### config.mk
export PLATFORM = sky130hd
export DESIGN_NAME = e603_exu_nice_ctrl
export DESIGN_NICKNAME = d
export VERILOG_FILES = /design/src/rtl/e603_nice_pkg.sv /design/src/rtl/e603_nice_tag_fifo.sv /design/src/rtl/e603_exu_nice_ctrl.sv
export SDC_FILE = /design/constraint.sdc
export NUM_CORES = 1
export LEC_CHECK = 0
export CAP_MARGIN = 20
export CORE_UTILIZATION = 40
export DETAILED_ROUTE_END_ITERATION = 8
export DONT_BUFFER_PORTS = 1
export GPL_TIMING_DRIVEN = 1
export PLACE_DENSITY = 0.61
export SLEW_MARGIN = 15
export SYNTH_ARGS = -nofsm -noshare
export SYNTH_HDL_FRONTEND = slang
export SYNTH_HIERARCHICAL = 1
export SYNTH_SLANG_ARGS = --single-unit
### constraint.sdc
create_clock -name clk -period 3.55 [get_ports clk]
set_clock_uncertainty 0.15 [all_clocks]
set_input_delay 0.8875 -clock clk [delete_from_list [all_inputs] [get_ports clk]]
set_output_delay 0.8875 -clock clk [all_outputs]
set_load 0.1 [all_outputs]
### src/rtl/e603_nice_pkg.sv
// Shared types and default sizing for the NICE coprocessor controller.
package e603_nice_pkg;

  localparam int NICE_ITAG_W      = 3;
  localparam int NICE_OUTS_DEPTH  = 4;
  localparam int NICE_TIMEOUT_CYC = 1024;

  typedef enum logic [1:0] {
    ST_RUN   = 2'd0,
    ST_DRAIN = 2'd1,
    ST_DONE  = 2'd2
  } nice_state_e;

  typedef struct packed {
    logic [NICE_ITAG_W-1:0] itag;
    logic                   rd_en;
  } nice_tag_t;

endpackage

### src/rtl/e603_nice_tag_fifo.sv
// In-order synchronous FIFO holding {itag, rd_en} of outstanding NICE instructions.
module e603_nice_tag_fifo #(
  parameter int DEPTH = 4,
  parameter int DW    = 4
) (
  input  logic                     clk,
  input  logic                     rst_n,
  input  logic                     push,
  input  logic                     pop,
  input  logic [DW-1:0]            wdata,
  output logic [DW-1:0]            rdata,
  output logic [$clog2(DEPTH):0]   count,
  output logic                     full,
  output logic                     empty
);

  localparam int AW = $clog2(DEPTH);

  logic [DW-1:0] mem [DEPTH];
  logic [AW-1:0] wptr;
  logic [AW-1:0] rptr;

  // DEPTH is a power of two, so the pointers wrap naturally.
  always_ff @(posedge clk or negedge rst_n) begin
    if (!rst_n) begin
      wptr  <= '0;
      rptr  <= '0;
      count <= '0;
      for (int i = 0; i < DEPTH; i++) mem[i] <= '0;
    end else begin
      if (push) begin
        mem[wptr] <= wdata;
        wptr      <= wptr + 1'b1;
      end
      if (pop) rptr <= rptr + 1'b1;
      case ({push, pop})
        2'b10:   count <= count + 1'b1;
        2'b01:   count <= count - 1'b1;
        default: count <= count;
      endcase
    end
  end

  assign rdata = mem[rptr];
  assign full  = (count == (AW+1)'(DEPTH));
  assign empty = (count == '0);

endmodule

### src/rtl/e603_exu_nice_ctrl.sv
// NICE instruction sequencer: dispatch holding register, in-order tag FIFO,
// zero-latency writeback routing and drain handshake. Optional watchdog: E603_NICE_TIMEOUT_EN.
module e603_exu_nice_ctrl
  import e603_nice_pkg::*;
#(
  parameter int XLEN       = 32,
  parameter int ITAG_W     = NICE_ITAG_W,
  parameter int OUTS_DEPTH = NICE_OUTS_DEPTH
`ifdef E603_NICE_TIMEOUT_EN
  , parameter int TIMEOUT_CYC = NICE_TIMEOUT_CYC
`endif
) (
  input  logic              clk,
  input  logic              rst_n,
  input  logic              i_valid,
  output logic              i_ready,
  input  logic [31:0]       i_instr,
  input  logic [XLEN-1:0]   i_rs1,
  input  logic [XLEN-1:0]   i_rs2,
  input  logic [ITAG_W-1:0] i_itag,
  input  logic              i_rd_en,
  output logic              nice_req_valid,
  input  logic              nice_req_ready,
  output logic [31:0]       nice_req_inst,
  output logic [XLEN-1:0]   nice_req_rs1,
  output logic [XLEN-1:0]   nice_req_rs2,
  input  logic              nice_rsp_valid,
  output logic              nice_rsp_ready,
  input  logic [XLEN-1:0]   nice_rsp_rdat,
  input  logic              nice_rsp_err,
  output logic              o_wbck_valid,
  input  logic              o_wbck_ready,
  output logic [XLEN-1:0]   o_wbck_wdat,
  output logic [ITAG_W-1:0] o_wbck_itag,
  output logic              o_wbck_rd_en,
  output logic              o_wbck_err,
  input  logic              i_drain_req,
  output logic              o_drain_done,
  output logic              o_nice_busy
`ifdef E603_NICE_TIMEOUT_EN
  , output logic            o_nice_timeout
`endif
);

  // state | meaning
  // RUN   | normal dispatch
  // DRAIN | dispatch blocked, waiting for holding reg and FIFO to empty
  // DONE  | pipeline quiesced, o_drain_done asserted until request drops

  localparam int CNT_W = $clog2(OUTS_DEPTH) + 1;

  nice_state_e       state_q, state_d;
  logic              req_vld;
  logic              fire, req_hs, rsp_hs;
  logic              fifo_full, fifo_empty;
  logic [CNT_W-1:0]  fifo_cnt;
  logic [ITAG_W:0]   fifo_head;
  logic              tmo_block;
  logic              idle;

  assign fire   = i_valid & i_ready;
  assign req_hs = req_vld & nice_req_ready;
  assign rsp_hs = nice_rsp_valid & nice_rsp_ready;
  assign idle   = ~req_vld & (fifo_cnt == '0);

  // Full blocks dispatch even when a retire happens this cycle.
  assign i_ready = (state_q == ST_RUN) & ~fifo_full & (~req_vld | nice_req_ready) & ~tmo_block;

  always_ff @(posedge clk or negedge rst_n) begin
    if (!rst_n) begin
      req_vld       <= 1'b0;
      nice_req_inst <= '0;
      nice_req_rs1  <= '0;
      nice_req_rs2  <= '0;
    end else if (fire) begin
      req_vld       <= 1'b1;
      nice_req_inst <= i_instr;
      nice_req_rs1  <= i_rs1;
      nice_req_rs2  <= i_rs2;
    end else if (req_hs) begin
      req_vld       <= 1'b0;
    end
  end

  assign nice_req_valid = req_vld;

  e603_nice_tag_fifo #(
    .DEPTH (OUTS_DEPTH),
    .DW    (ITAG_W + 1)
  ) u_tag_fifo (
    .clk   (clk),
    .rst_n (rst_n),
    .push  (fire),
    .pop   (rsp_hs),
    .wdata ({i_itag, i_rd_en}),
    .rdata (fifo_head),
    .count (fifo_cnt),
    .full  (fifo_full),
    .empty (fifo_empty)
  );

  assign o_wbck_valid   = nice_rsp_valid & ~fifo_empty;
  assign nice_rsp_ready = o_wbck_ready & ~fifo_empty;
  assign o_wbck_wdat    = nice_rsp_rdat;
  assign o_wbck_err     = nice_rsp_err;
  assign o_wbck_itag    = fifo_head[ITAG_W:1];
  assign o_wbck_rd_en   = fifo_head[0];
  assign o_nice_busy    = ~idle;

  always_ff @(posedge clk or negedge rst_n) begin
    if (!rst_n) state_q <= ST_RUN;
    else        state_q <= state_d;
  end

  always_comb begin
    state_d = state_q;
    case (state_q)
      ST_RUN:   if (i_drain_req) state_d = ST_DRAIN;
      ST_DRAIN: begin
        if (!i_drain_req) state_d = ST_RUN;
        else if (idle)    state_d = ST_DONE;
      end
      ST_DONE:  if (!i_drain_req) state_d = ST_RUN;
      default:  state_d = ST_RUN;
    endcase
  end

  assign o_drain_done = (state_q == ST_DONE);

`ifdef E603_NICE_TIMEOUT_EN
  localparam int TMO_W = (TIMEOUT_CYC > 2) ? $clog2(TIMEOUT_CYC) : 1;

  logic [TMO_W-1:0] tmo_cnt;

  // Watchdog restarts on every retire; the flag is sticky until reset.
  always_ff @(posedge clk or negedge rst_n) begin
    if (!rst_n) begin
      tmo_cnt        <= '0;
      o_nice_timeout <= 1'b0;
    end else begin
      if (fifo_empty || rsp_hs)                  tmo_cnt <= '0;
      else if (tmo_cnt != TMO_W'(TIMEOUT_CYC-1)) tmo_cnt <= tmo_cnt + 1'b1;
      if (!fifo_empty && !rsp_hs && tmo_cnt == TMO_W'(TIMEOUT_CYC-1))
        o_nice_timeout <= 1'b1;
    end
  end

  assign tmo_block = o_nice_timeout;
`else
  assign tmo_block = 1'b0;
`endif

endmodule

## After elaboration in Yosys (flattened, before gate mapping)

Cells that the tools add are included.

- Reductions and logical operators: 6
- Bitwise operators: 15
- Multiplexer cells: 14
- Add/sub/neg operators: 4
- $lt $le $gt $ge: 3
- Equality and inequality tests: 8

Operators by type and width:

| cell | number |
|---|---|
| $bwmux 16 | 1 |
| $mux 4 | 3 |
| $and 1x1->1 | 8 |
| $bmux 4 s2 | 1 |
| $demux 4 s2 | 1 |
| $mux 2 | 4 |
| $ge 3x3->1 const B | 2 |
| $not 2->3 | 2 |
| $pmux 2 s3 | 1 |
| $pmux 3 s2 | 1 |
| $add 2x1->2 const B | 2 |
| $eq 2x1->1 const B | 2 |
| $eq 2x2->1 const B | 2 |
| $ne 2x2->1 const B | 2 |
| $not 1->1 | 4 |
| $reduce_bool 2->1 | 2 |
| $add 3x1->3 const B | 1 |
| $eq 3x3->1 const B | 1 |
| $logic_not 3->1 | 1 |
| $lt 3x1->1 const B | 1 |
| $ne 3x3->1 const B | 1 |
| $reduce_and 3->1 | 1 |
| $sub 3x1->3 const B | 1 |
| $logic_not 2->1 | 1 |
| 3 further kinds | 4 |

- Register bits: 122
- Output and inout bits: 139
- Input port bits: 140
- Logic and storage cells: 62

## Longest topological paths before layout

- Depth in word-level cells: 7
- Mapped depth: 15
- Gate-level depth less buffers: 12

## By module

The synthesis kept the hierarchy.

Modules (own cells, without submodules):

| module | cells each | area an instance (um^2) | instances | sequential area each (um^2) |
|---|---|---|---|---|
| e603_exu_nice_ctrl | 255 | 4,135.2 | 1 | 2,477.4 |
| e603_nice_tag_fifo | 74 | 1,074.8 | 1 | 575.6 |

## Worst setup path after synthesis

No wires, ideal clock.

- Path type: input to output
- Start point: input port nice_req_ready
- End point: output port i_ready
- Required time: 2.513 ns
- Path slack: -1.622 ns
- Cell stages on the path: 2
- Arrival: 4.134 ns
- Buffers on the path: 0
- Cells stage by stage: nand2b_1 -> nor4b_1

- Cells in the longest elaborated chain, start to end: 2

Ends and longest elaborated chain:

| item | line | text |
|---|---|---|
| start, declared | e603_exu_nice_ctrl.sv:23 | `input logic nice_req_ready,` |
| $or 1x1->1 | e603_exu_nice_ctrl.sv:67 | `assign i_ready = (state_q == ST_RUN) & ~fifo_full & (~req_vld \| nice_req_ready) & ~tmo_block;` |
| $and 1x1->1 | e603_exu_nice_ctrl.sv:67 |  |
| end, declared | e603_exu_nice_ctrl.sv:16 | `output logic i_ready,` |

No other way between the ends.

## Worst setup path after layout

- Start point: register u_tag_fifo.rptr[0]
- End point: output port o_wbck_rd_en

- Cells in the longest elaborated chain, start to end: 4

Ends and longest elaborated chain:

| item | line | text |
|---|---|---|
| start, declared | e603_nice_tag_fifo.sv:21 | `logic [AW-1:0] rptr;` |
| start signal, assigned | e603_nice_tag_fifo.sv:35 | `if (pop) rptr <= rptr + 1'b1;` |
| $not 2->3 (not written as such) | e603_nice_tag_fifo.sv:44 | `assign rdata = mem[rptr];` |
| $bmux 4 s2 | e603_nice_tag_fifo.sv:44 |  |
| $mux 4 (not written as such) (2 in series) | e603_nice_tag_fifo.sv:44 |  |
| end, declared | e603_exu_nice_ctrl.sv:35 | `output logic o_wbck_rd_en,` |

No other way between the ends. The select of a mux whose other input is x is not followed.

==> flow_metrics.env <==
export IMPL_vias_per_cell=4.94
export IMPL_synth_main_ff_cell="dfrtp_1"
export IMPL_die_h_um=116
export IMPL_synth_top_cell_by_area="dfrtp_1"
export IMPL_tightest_slew_ns=0.953
export IMPL_gr_total_overflow=0
export IMPL_yosysWarnings=6
export IMPL_yosysTopAreaCellShare_pct=58.6
export IMPL_wl_per_cell_um=18.6
export IMPL_start_util_pct=41.1
export IMPL_setup_viol=0
export IMPL_fin_hold_ws_ns=0.0344
export IMPL_place_inst=464
export IMPL_grt_max_degree=123
export IMPL_hold_class="input pin to asynchronous set/reset pin"
export IMPL_cts_root_buf="clkbuf_16"
export IMPL_core_um2=12700
export IMPL_insertion_delay_ns=0.40
export IMPL_ctsHoldBuffers=0
export IMPL_required_ns=2.51
export IMPL_vias=2462
export IMPL_grt_pass1_wl_um=13700
export IMPL_endpoint_kind="primary output"
export IMPL_drc_errors=0
export IMPL_ys_ff_latch=122
export IMPL_multiInputGateArea_um2=1760
export IMPL_fmax_ghz=0.353
export IMPL_nets=459
export IMPL_cts_made_buffers=17
export IMPL_cts_resized=0
export IMPL_die_area_um2=13500
export IMPL_ys_types=27
export IMPL_drt_wl_total_um=9280
export IMPL_syn_to_final_growth_pct=9.73
export IMPL_relSlewSlack_pct=36.4
export IMPL_ys_top_cells_by_area="dfrtp_1 59%, mux2_2 18%, mux2_4 8.4%"
export IMPL_cts_tree="done"
export IMPL_synth_avg_cell_area_um2=15.8
export IMPL_io_buffers=0
export IMPL_grt_pass1_vias=2599
export IMPL_setup_slack_ns=0.719
export IMPL_drive_gt1_share_pct=48.5
export IMPL_rows=41
export IMPL_critical_path_class="flip-flop to primary output"
export IMPL_dr_pass1_iters=3
export IMPL_ant_nets=0
export IMPL_cts_sinks=122
export IMPL_maxSlewViolCount=0
export IMPL_synth_seq_area_share_pct=58.6
export IMPL_antenna_found_initial=0
export IMPL_postSynthCellCount=329
export IMPL_dp_slack_ns=0.946
export IMPL_crit_buf_inv=0
export IMPL_cap_viol_max_count=0
export IMPL_tns_ns=0
export IMPL_grt_usage_pct=13.9
export IMPL_clk_pin_slew_ns=0.05
export IMPL_fin_crit_sh_pct=79.7
export IMPL_die_w_um=116
export IMPL_hold_viol_final=0
export IMPL_arrival_ns=1.79
export IMPL_antenna_cells=0
export IMPL_rsz0062_at_grt="false"
export IMPL_critPathMaxStageDelay_ns=0.84
export IMPL_area_sequential_um2=3050
export IMPL_synth_nets=475
export IMPL_cts_htree_levels=4
export IMPL_first_iter_violations=110
export IMPL_slowest_stage="mux4_2"
export IMPL_cp_max_fo=6
export IMPL_critPathTopFamily="multiplexers"
export IMPL_cts_setup_buffers=0
export IMPL_status="complete, no violations"
export IMPL_async_flop_share_pct=100
export IMPL_period_minus_slack_ns=2.83
export IMPL_gp_congestion=0.727
export IMPL_synth_edf_count=0
export IMPL_fin_cells=498
export IMPL_clk_path_buf_depth=2
export IMPL_cp_start_kind="flip-flop"
export IMPL_num_fill_cells=1143
export IMPL_path_cells="mux4_2"
export IMPL_dp_hpwl_um=6330
export IMPL_syn_cell_area_um2=5210
export IMPL_num_io_pins=279
==> flip-flops by register name (all words and copies together), names as in the netlist <==
signal,cells
u_tag_fifo/mem,16
u_tag_fifo/wptr,2
nice_req_inst,32
state_q,2
nice_req_rs1,32
nice_req_rs2,32
u_tag_fifo/rptr,2
u_tag_fifo/count,3
nice_req_valid,1
==> through the flow <==
stage / area [um2] / utilization [%]
2_1_floorplan: 5220 / -
3_3_place_gp: 5140 / 40.5
3_5_place_dp: 5140 / 40.5
4_1_cts: 5700 / 45.0
5_1_grt: 5720 / 45.1
6_report: 5720 / 45.1
==> cell usage in the layout (no fill, tap or decap), types with 4 or more instances in the layout <==
master	synthesis	routed
ha_1	5	5
inv_1	7	7
clkbuf_16	0	17
clkbuf_8	0	4
clkbuf_1	0	4
nand2_1	10	10
mux4_2	4	4
dfrtp_1	122	122
xor2_1	4	4
clkinv_2	0	4
buf_4	40	7
mux2_2	83	83
mux2_4	29	29
==> cell families after synthesis <==
family	Yosys count	share of synthesized area, %
flops	122	58.6
mux	117	28.2
buf+inv	53	8.00
simple gates	22	2.31
xor+xnor	6	1.01
fa+ha+maj	6	1.59
compound gates	3	0.288
==> per-layer routing <==
| metal | routed length [um] | share of wire (%) | vias to the layer above | global-route usage [%] |
|---|---|---|---|---|
| met5 | 0 | 0 | - | 0 |
| met4 | 249 | 2.7 | 0 | 7.95 |
| met3 | 815 | 8.8 | 19 | 6.75 |
| met2 | 4730 | 51 | 139 | 21.8 |
| met1 | 3490 | 38 | 1248 | 15.5 |
| li1 | - | - | 1056 | - |
==> worst paths after layout <==
| kind | from | endpoint | slack, ns | cells past startpoint |
|---|---|---|---|---|
| max in group asynchronous | rst_n | nice_req_rs1[14] | 2.45 | 1 |
| min in group clk | u_tag_fifo/mem[10] | u_tag_fifo/mem[10] | 0.35 | 1 |
| setup reg to reg | u_tag_fifo/count[0] | u_tag_fifo/count[2] | 1.18 | 12 |
| hold / removal | rst_n | nice_req_rs2[12] | 0.03 | 0 |
| setup / recovery | u_tag_fifo/rptr[0] | o_wbck_rd_en | 0.72 | 1 |
| hold reg to reg | u_tag_fifo/mem[10] | u_tag_fifo/mem[10] | 0.35 | 1 |
==> layout make-up <==
class / count / area share (%)
Sequential cell: 122 / 53.4
Multi-Input combinational cell: 154 / 30.8
Tap cell: 172 / 3.76
Clock inverter: 7 / 1.14
Timing Repair Buffer: 10 / 1.62
Inverter: 8 / 0.569
Clock buffer: 25 / 8.67
==> cells in the mapped netlist (all sizes together), types with 2 or more instances <==
| master | count |
|---|---|
| dfrtp | 122 |
| o21ai | 2 |
| nand2 | 10 |
| mux4 | 4 |
| nand2b | 2 |
| buf | 45 |
| mux2 | 112 |
| nor2b | 3 |
| inv | 8 |
| nor4b | 2 |
| ha | 5 |
| xnor2 | 2 |
| xor2 | 4 |
==> worst reg2reg max path: cells and delay by family (launching register included) <==
kind,cells,cell delay (ns)
and+or+nand+nor,4,0.57
adders and majority gates,2,0.54
DFF,1,0.42
buffers and inverters,4,0.35
xor gates and xnor gates,2,0.29
Power is left out: the tool's default activity adds up to more than one toggle a clock period on the data nets, which glitch-free logic cannot reach.
